[src/rtl/scan_mux_pkg.sv]
// Shared definitions for scan_mux: mode encoding and parameter legality rule.
package scan_mux_pkg;

    typedef enum logic {
        MODE_MANUAL = 1'b0,
        MODE_SCAN   = 1'b1
    } mode_e;

    function automatic bit params_legal(input int unsigned width,
                                        input int unsigned channels,
                                        input int unsigned dwell);
        return (width >= 1) && (channels >= 2) && (dwell >= 1);
    endfunction

endpackage

[src/rtl/scan_mux_seq.sv]
// Round-robin scan sequencer: pointer/dwell counter, scan-entry detection, wrap.
module scan_mux_seq
    import scan_mux_pkg::*;
#(
    parameter int unsigned CHANNELS = 4,
    parameter int unsigned DWELL    = 4,
    parameter int unsigned SEL_W    = $clog2(CHANNELS)
) (
    input  logic             clk,
    input  logic             rst,
    input  logic             mode,
    input  logic             dis,
    output logic [SEL_W-1:0] ptr,
    output logic             wrap_next,
    output logic             advance
);

    localparam int unsigned      CNT_W    = (DWELL > 1) ? $clog2(DWELL) : 1;
    localparam logic [CNT_W-1:0] LAST_CNT = CNT_W'(DWELL - 1);
    localparam logic [SEL_W-1:0] LAST_PTR = SEL_W'(CHANNELS - 1);

    logic [SEL_W-1:0] ptr_q;
    logic [CNT_W-1:0] cnt_q;
    mode_e            mode_q;
    logic             fresh_q;
    logic             scan;
    logic             first;
    logic [SEL_W-1:0] eff_ptr;
    logic [CNT_W-1:0] eff_cnt;

    // fresh_q covers a scan entry taken while disabled: history has already
    // moved to scan, but the first enabled cycle must still start at channel 0.
    always_comb begin
        scan      = (mode == MODE_SCAN);
        first     = scan && ((mode_q == MODE_MANUAL) || fresh_q);
        eff_ptr   = first ? '0 : ptr_q;
        eff_cnt   = first ? '0 : cnt_q;
        advance   = scan && !dis && (eff_cnt == LAST_CNT);
        wrap_next = scan && !dis && !first && (ptr_q == '0) && (cnt_q == '0);
        ptr       = eff_ptr;
    end

    always_ff @(posedge clk) begin
        if (rst) begin
            ptr_q   <= '0;
            cnt_q   <= '0;
            mode_q  <= MODE_MANUAL;
            fresh_q <= 1'b1;
        end else begin
            mode_q <= mode_e'(mode);
            if (!scan) begin
                ptr_q   <= '0;
                cnt_q   <= '0;
                fresh_q <= 1'b1;
            end else if (!dis) begin
                fresh_q <= 1'b0;
                if (advance) begin
                    cnt_q <= '0;
                    ptr_q <= (eff_ptr == LAST_PTR) ? '0 : eff_ptr + SEL_W'(1);
                end else begin
                    cnt_q <= eff_cnt + CNT_W'(1);
                    ptr_q <= eff_ptr;
                end
            end
        end
    end

endmodule

[src/rtl/scan_mux.sv]
// Registered N-channel W-bit multiplexer with disable, manual select and timed round-robin scan.
module scan_mux
    import scan_mux_pkg::*;
#(
    parameter int unsigned WIDTH    = 4,
    parameter int unsigned CHANNELS = 4,
    parameter int unsigned DWELL    = 4,
    localparam int unsigned SEL_W   = $clog2(CHANNELS)
) (
    input  logic                      clk,
    input  logic                      rst,
    input  logic [CHANNELS*WIDTH-1:0] D,
    input  logic [SEL_W-1:0]          S,
    input  logic                      E,
    input  logic                      MODE,
    output logic [WIDTH-1:0]          Y,
    output logic [SEL_W-1:0]          CH,
    output logic                      V,
    output logic                      WRAP
);

    if (!params_legal(WIDTH, CHANNELS, DWELL)) begin : g_bad_params
        $error("scan_mux: illegal parameters (need WIDTH>=1, CHANNELS>=2, DWELL>=1)");
    end

    logic [SEL_W-1:0] ptr;
    logic             wrap_next;
    logic             advance;
    logic [SEL_W-1:0] sel;
    logic [WIDTH-1:0] sel_data;
    logic             sel_hit;

    scan_mux_seq #(
        .CHANNELS (CHANNELS),
        .DWELL    (DWELL),
        .SEL_W    (SEL_W)
    ) u_seq (
        .clk       (clk),
        .rst       (rst),
        .mode      (MODE),
        .dis       (E),
        .ptr       (ptr),
        .wrap_next (wrap_next),
        .advance   (advance)
    );

    // sel_hit stays low for select codes beyond the last channel.
    always_comb begin
        sel      = (MODE == MODE_SCAN) ? ptr : S;
        sel_data = '0;
        sel_hit  = 1'b0;
        for (int unsigned i = 0; i < CHANNELS; i++) begin
            if (sel == SEL_W'(i)) begin
                sel_data = D[i*WIDTH +: WIDTH];
                sel_hit  = 1'b1;
            end
        end
    end

    always_comb begin
        if (advance) assert (MODE == MODE_SCAN && !E);
    end

    always_ff @(posedge clk) begin
        if (rst) begin
            Y    <= '0;
            CH   <= '0;
            V    <= 1'b0;
            WRAP <= 1'b0;
        end else if (E) begin
            Y    <= '0;
            V    <= 1'b0;
            WRAP <= 1'b0;
        end else begin
            Y    <= sel_hit ? sel_data : '0;
            CH   <= sel;
            V    <= sel_hit;
            WRAP <= wrap_next;
        end
    end

endmodule

[config.mk]
export PLATFORM = sky130hd
export DESIGN_NAME = scan_mux
export DESIGN_NICKNAME = d
export VERILOG_FILES = /design/src/rtl/scan_mux_pkg.sv /design/src/rtl/scan_mux_seq.sv /design/src/rtl/scan_mux.sv
export SDC_FILE = /design/constraint.sdc
export NUM_CORES = 1
export LEC_CHECK = 0
export ABC_AREA = 1
export ABC_CLOCK_PERIOD_IN_PS = 1600
export BUFFER_PORTS_ARGS = -buffer_cell sky130_fd_sc_hd__buf_4
export CELL_PAD_IN_SITES_DETAIL_PLACEMENT = 0
export CELL_PAD_IN_SITES_GLOBAL_PLACEMENT = 1
export CORE_MARGIN = 1
export CORE_UTILIZATION = 28
export CTS_CLUSTER_DIAMETER = 100
export DETAILED_ROUTE_END_ITERATION = 10
export GPL_TIMING_DRIVEN = 1
export HOLD_SLACK_MARGIN = 0.06
export MAX_ROUTING_LAYER = met4
export PLACE_DENSITY = 0.75
export SYNTH_ARGS = -nofsm -noshare
export SYNTH_HDL_FRONTEND = slang
export SYNTH_SLANG_ARGS = --single-unit
[constraint.sdc]
create_clock -name clk -period 1.6 [get_ports clk]
set_clock_uncertainty 0.05 [all_clocks]
set_input_delay 0.32 -clock clk [delete_from_list [all_inputs] [get_ports clk]]
set_output_delay 0.32 -clock clk [all_outputs]
set_load 0.01 [all_outputs]
# Word-level counts from Yosys, hierarchy flattened
# Cells that the tools add are included.
# Widths: inputs -> output; s select.
[totals]
output_inout_bits = 8
input_bits = 22
elab_cells = 47
regBits = 14
[classes]
bitwise_logic = 3
n_eq_ne = 5
n_mux = 14
addsub = 2
n_reduce_logical = 15
[op_table]
columns = ["operator", "count"]
rows = [
  ["$mux 4", 4],
  ["$mux 2", 6],
  ["$eq 2x2->1 const B", 4],
  ["$logic_and 1x1->1", 6],
  ["$logic_not 2->1", 3],
  ["$add 2x1->2 const B", 2],
  ["$mux 1", 4],
  ["$reduce_or 2->1", 2],
  ["$not 1->1", 3],
  ["$reduce_or 3->1", 1],
  ["$eq 2x1->1 const B", 1],
  ["$logic_not 1->1", 2],
  ["$logic_or 1x1->1", 1],
]

# Logic depth before layout (Yosys ltp)
[logic_depth]
word_depth = 12
ltp_mapped = 11
depth_no_buf = 11

# By module
# Synthesis repeated with hierarchy kept, for this count alone.
[unflattened]
hier_cells = 121
hier_area_um2 = 812.0
[modules_own_cells]
columns = ["module", "cells_per_inst", "area_each_um2", "seq_area_each_um2", "instances"]
rows = [
  ["scan_mux", 71, 473.0, 160.2, 1],
  ["scan_mux_seq", 50, 339.1, 120.1, 1],
]

# Worst setup path after synthesis
# No wires, ideal clock.
[synth_timing]
kind = "reg2reg"
from = "register u_seq.fresh_q"
to = "register u_seq.ptr_q[1]"
t_required_ns = 1.431
path_buffers = 0
path_slack_ns = 0.018
path_stages_with_launch = 12
t_arrival_ns = 1.413
cell_sequence = "dfxtp_1 > inv_1 > nand2_1 > nand2_1 > inv_1 > nor2_1 > ha_1 > nand2_1 > nor2_1 > nand3_1 > o21ai_0 > a21oi_1"
[synth_between]
elab_chain_len = 6
word_cells_on_any_way = 10
[synth_rtl]
columns = ["item", "line", "text"]
rows = [
  ["start: declaration", "scan_mux_seq.sv:25", "logic fresh_q;"],
  ["start signal: assignment", "scan_mux_seq.sv:48", "fresh_q <= 1'b1;"],
  ["start signal: assignment", "scan_mux_seq.sv:54", "fresh_q <= 1'b1;"],
  ["start signal: assignment", "scan_mux_seq.sv:56", "fresh_q <= 1'b0;"],
  ["$logic_or 1x1->1 *", "scan_mux_seq.sv:35", "first = scan && ((mode_q == MODE_MANUAL) || fresh_q);"],
  ["$logic_and 1x1->1 *", "scan_mux_seq.sv:35", ""],
  ["$mux 2 (on tied branches)", "scan_mux_seq.sv:36, scan_mux_seq.sv:37", ""],
  ["$add 2x1->2 (tied with other cells)", "scan_mux_seq.sv:59", "ptr_q <= (eff_ptr == LAST_PTR) ? '0 : eff_ptr + SEL_W'(1);"],
  ["$mux 2 / $logic_and 1x1->1 (equally long branches)", "scan_mux_seq.sv:59, scan_mux_seq.sv:38", ""],
  ["$mux 2 *", "scan_mux_seq.sv:57", "if (advance) begin"],
  ["end signal: assignment", "scan_mux_seq.sv:59", ""],
  ["end signal: assignment", "scan_mux_seq.sv:62", "ptr_q <= eff_ptr;"],
  ["end: declaration", "scan_mux_seq.sv:22", "logic [SEL_W-1:0] ptr_q;"],
]
# Every way passes the cells marked *; elsewhere a longest branch is shown, timed or not.
# A chain may end at the register's enable or synchronous reset.

# Worst setup path in the final report
# Same ends and word-level chain as after synthesis.

==> impl_metrics.ini <==
[synth]
yosysWarnings = 0
synth_cell_types = 22
synth-main-ff-cell = dfxtp_1
synth_largest_area_cell = dfxtp_1
synth_edf_count = 0
seq_area_frac_synth_pct = 38.7
async_flop_share_pct = 0
synth_top_area_share_pct = 38.7
syn_area_um2 = 724
syn-num-nets = 123
ys_top_cells_by_count = nand2_1, dfxtp_1, inv_1
synthCells = 100
synthTopCellsByArea = dfxtp_1, nand2_1, inv_1, nor2_1, nand4_1
yosysMostFrequentCell = nand2_1
synth.ff_latch_count = 14
synth.avg_cell_area_um2 = 7.24

[route]
vias = 746
drtPass1Iterations = 4
wl_per_cell_um = 10.4
ant_nets = 0
drt-vias-per-instance = 4.49
drc = 0
totalWireLength_mm = 1.72
drt_iter0_markers = 16

[setup_path]
rr_worst_depth = 11
crit_start = u_seq.fresh_q
r2r_end = u_seq.ptr_q[1]
worst_setup_path_start_kind = register
critPathArrivalTime_ps = 1610
end_kind = register
crit_path_end = u_seq.ptr_q[1]
ff2ff_setup_slack_ps = 130
required_ps = 1740
rr_startpoint = u_seq.fresh_q
worst-setup-path-type = reg -> reg
worstPathMaxFanout = 3

[sta]
hold_ws_ps = 166
hold_viol_final = 0
rsz0062_at_grt = false
period_share_pct = 91.8
setup_viol = 0
slew_viol_final = 0
period_minus_slack_ps = 1470
max_slew_margin_pct = 66.6
max_clock_freq_ghz = 0.681
worst_pin_slew_ps = 499
fin_setup_tns_ps = 0

[clocking]
cts_setup_buffers = 0
cts_tree = done
clockRootBuffer = clkbuf_4
clk_path_buf_depth = 2
clk-insertion-delay-late_ps = 290
cts_hold_buf = 0
clkSinkCount = 14
numCtsBuffers = 3
clk_pin_slew_ps = 90
cts_resized = 0
h-tree-depth = 1

[floorplanning]
num_rows = 18
fp.dieH_um = 52.9
start_util_pct = 29.5
die_area_um2 = 2790
dieWidth_um = 52.9
ios = 30
coreArea_um2 = 2450

[global_routing]
grt_pass1_wl_mm = 2.84
overflow = 0
grt_pass1_vias = 651
grt.total_usage_pct = 14.9
antenna_found_initial = 0
grt_max_degree = 13

[finish]
finalNonFillerCells = 166
area_growth_pct = 44.2
diodes = 0
layout.nets = 160
drive_gt1_share_pct = 34.6

[place]
dp_cells = 162
hpwl_mm = 1.35
gp_congestion = 0.770
portBuffers = 29

[pwr]
ir_worst_vdd_mv = 0.482
p_per_area_nw_per_um2 = 749
leakage_nw = 0.549

[status]
status = completed

[min_path]
hp-start = rst
min_path_type = in -> reg

[run]
cap_violations = 0
-- metrics by stage --
step	setup WS, ps	utilization (%)	total power, mW	cell area [um^2]
finish	131	42.6	0.782	1040
global route	15.2	42.6	0.831	1040
CTS	48.3	42.2	0.793	1030
detailed placement	2.23	40.7	0.525	998
global placement	98.6	40.7	0.525	998
floorplan	17.8	-	0.446	724
-- how the worst min path moves through the flow --
stage / to / slack, ps / depth (start not counted)
2_1_floorplan: CH[1] / 350 / 1
3_3_place_gp: CH[1] / 440 / 2
3_5_place_dp: CH[1] / 440 / 2
4_1_cts: CH[1] / 160 / 2
5_1_grt: CH[1] / 160 / 2
6_report: CH[1] / 170 / 2
-- cell families after synthesis --
family | after synthesis | synth area share [%]
buffers and inverters | 16 | 9.33
and+or+nand+nor | 54 | 38.3
DFF | 14 | 38.7
adders and majority gates | 1 | 1.73
AOI/OAI and AO/OA | 15 | 11.9
-- power breakdown --
part | switching (mW) | total, mW | leakage, nW | internal (mW)
sequential | 0.00531 | 0.369 | 0.115 | 0.363
clock | 0.125 | 0.264 | 0.0210 | 0.139
combinational | 0.0728 | 0.150 | 0.413 | 0.0771
-- critical path, cell delays in order, from the launching register on --
cell	delay (ps)
dfxtp_1	300
inv_1	60
nand2_1	60
nand2_2	70
inv_2	50
nor2_4	110
ha_1	140
nand2_1	70
nor2_1	140
nand3_1	120
o21ai_1	160
a21oi_1	50
-- state kept, by name, indices dropped and copies added, names as in the netlist --
signal	count
Y	4
CH	2
u_seq.cnt_q	2
u_seq.ptr_q	2
V	1
WRAP	1
u_seq.fresh_q	1
u_seq.mode_q	1
-- cells in the final DEF, fill, tap and decap left out, types with 6 or more instances in the layout --
master	n
nand2_1	18
dfxtp_1	14
nor2_1	12
nand4_1	6
inv_1	13
o21ai_0	6
buf_4	33
nand3_1	6
-- per-layer routing --
layer / share of wire [%] / global-route usage (%) / up-vias
met5: 0 / - / -
met4: 1.6 / 6.58 / 0
met3: 6.5 / 6.32 / 4
met2: 44 / 21.7 / 22
met1: 47 / 17.6 / 316
li1: - / - / 404
-- final cells by class --
| type | instances | area (um^2) |
|---|---|---|
| Clock buffer | 4 | 36.3 |
| Fill cell | 263 | 1410 |
| Inverter | 15 | 56.3 |
| Sequential cell | 14 | 280 |
| Tap cell | 30 | 37.5 |
| Multi-Input combinational cell | 70 | 387 |
| Timing Repair Buffer | 33 | 248 |
Note: power is estimated with default switching activity, not from simulation.
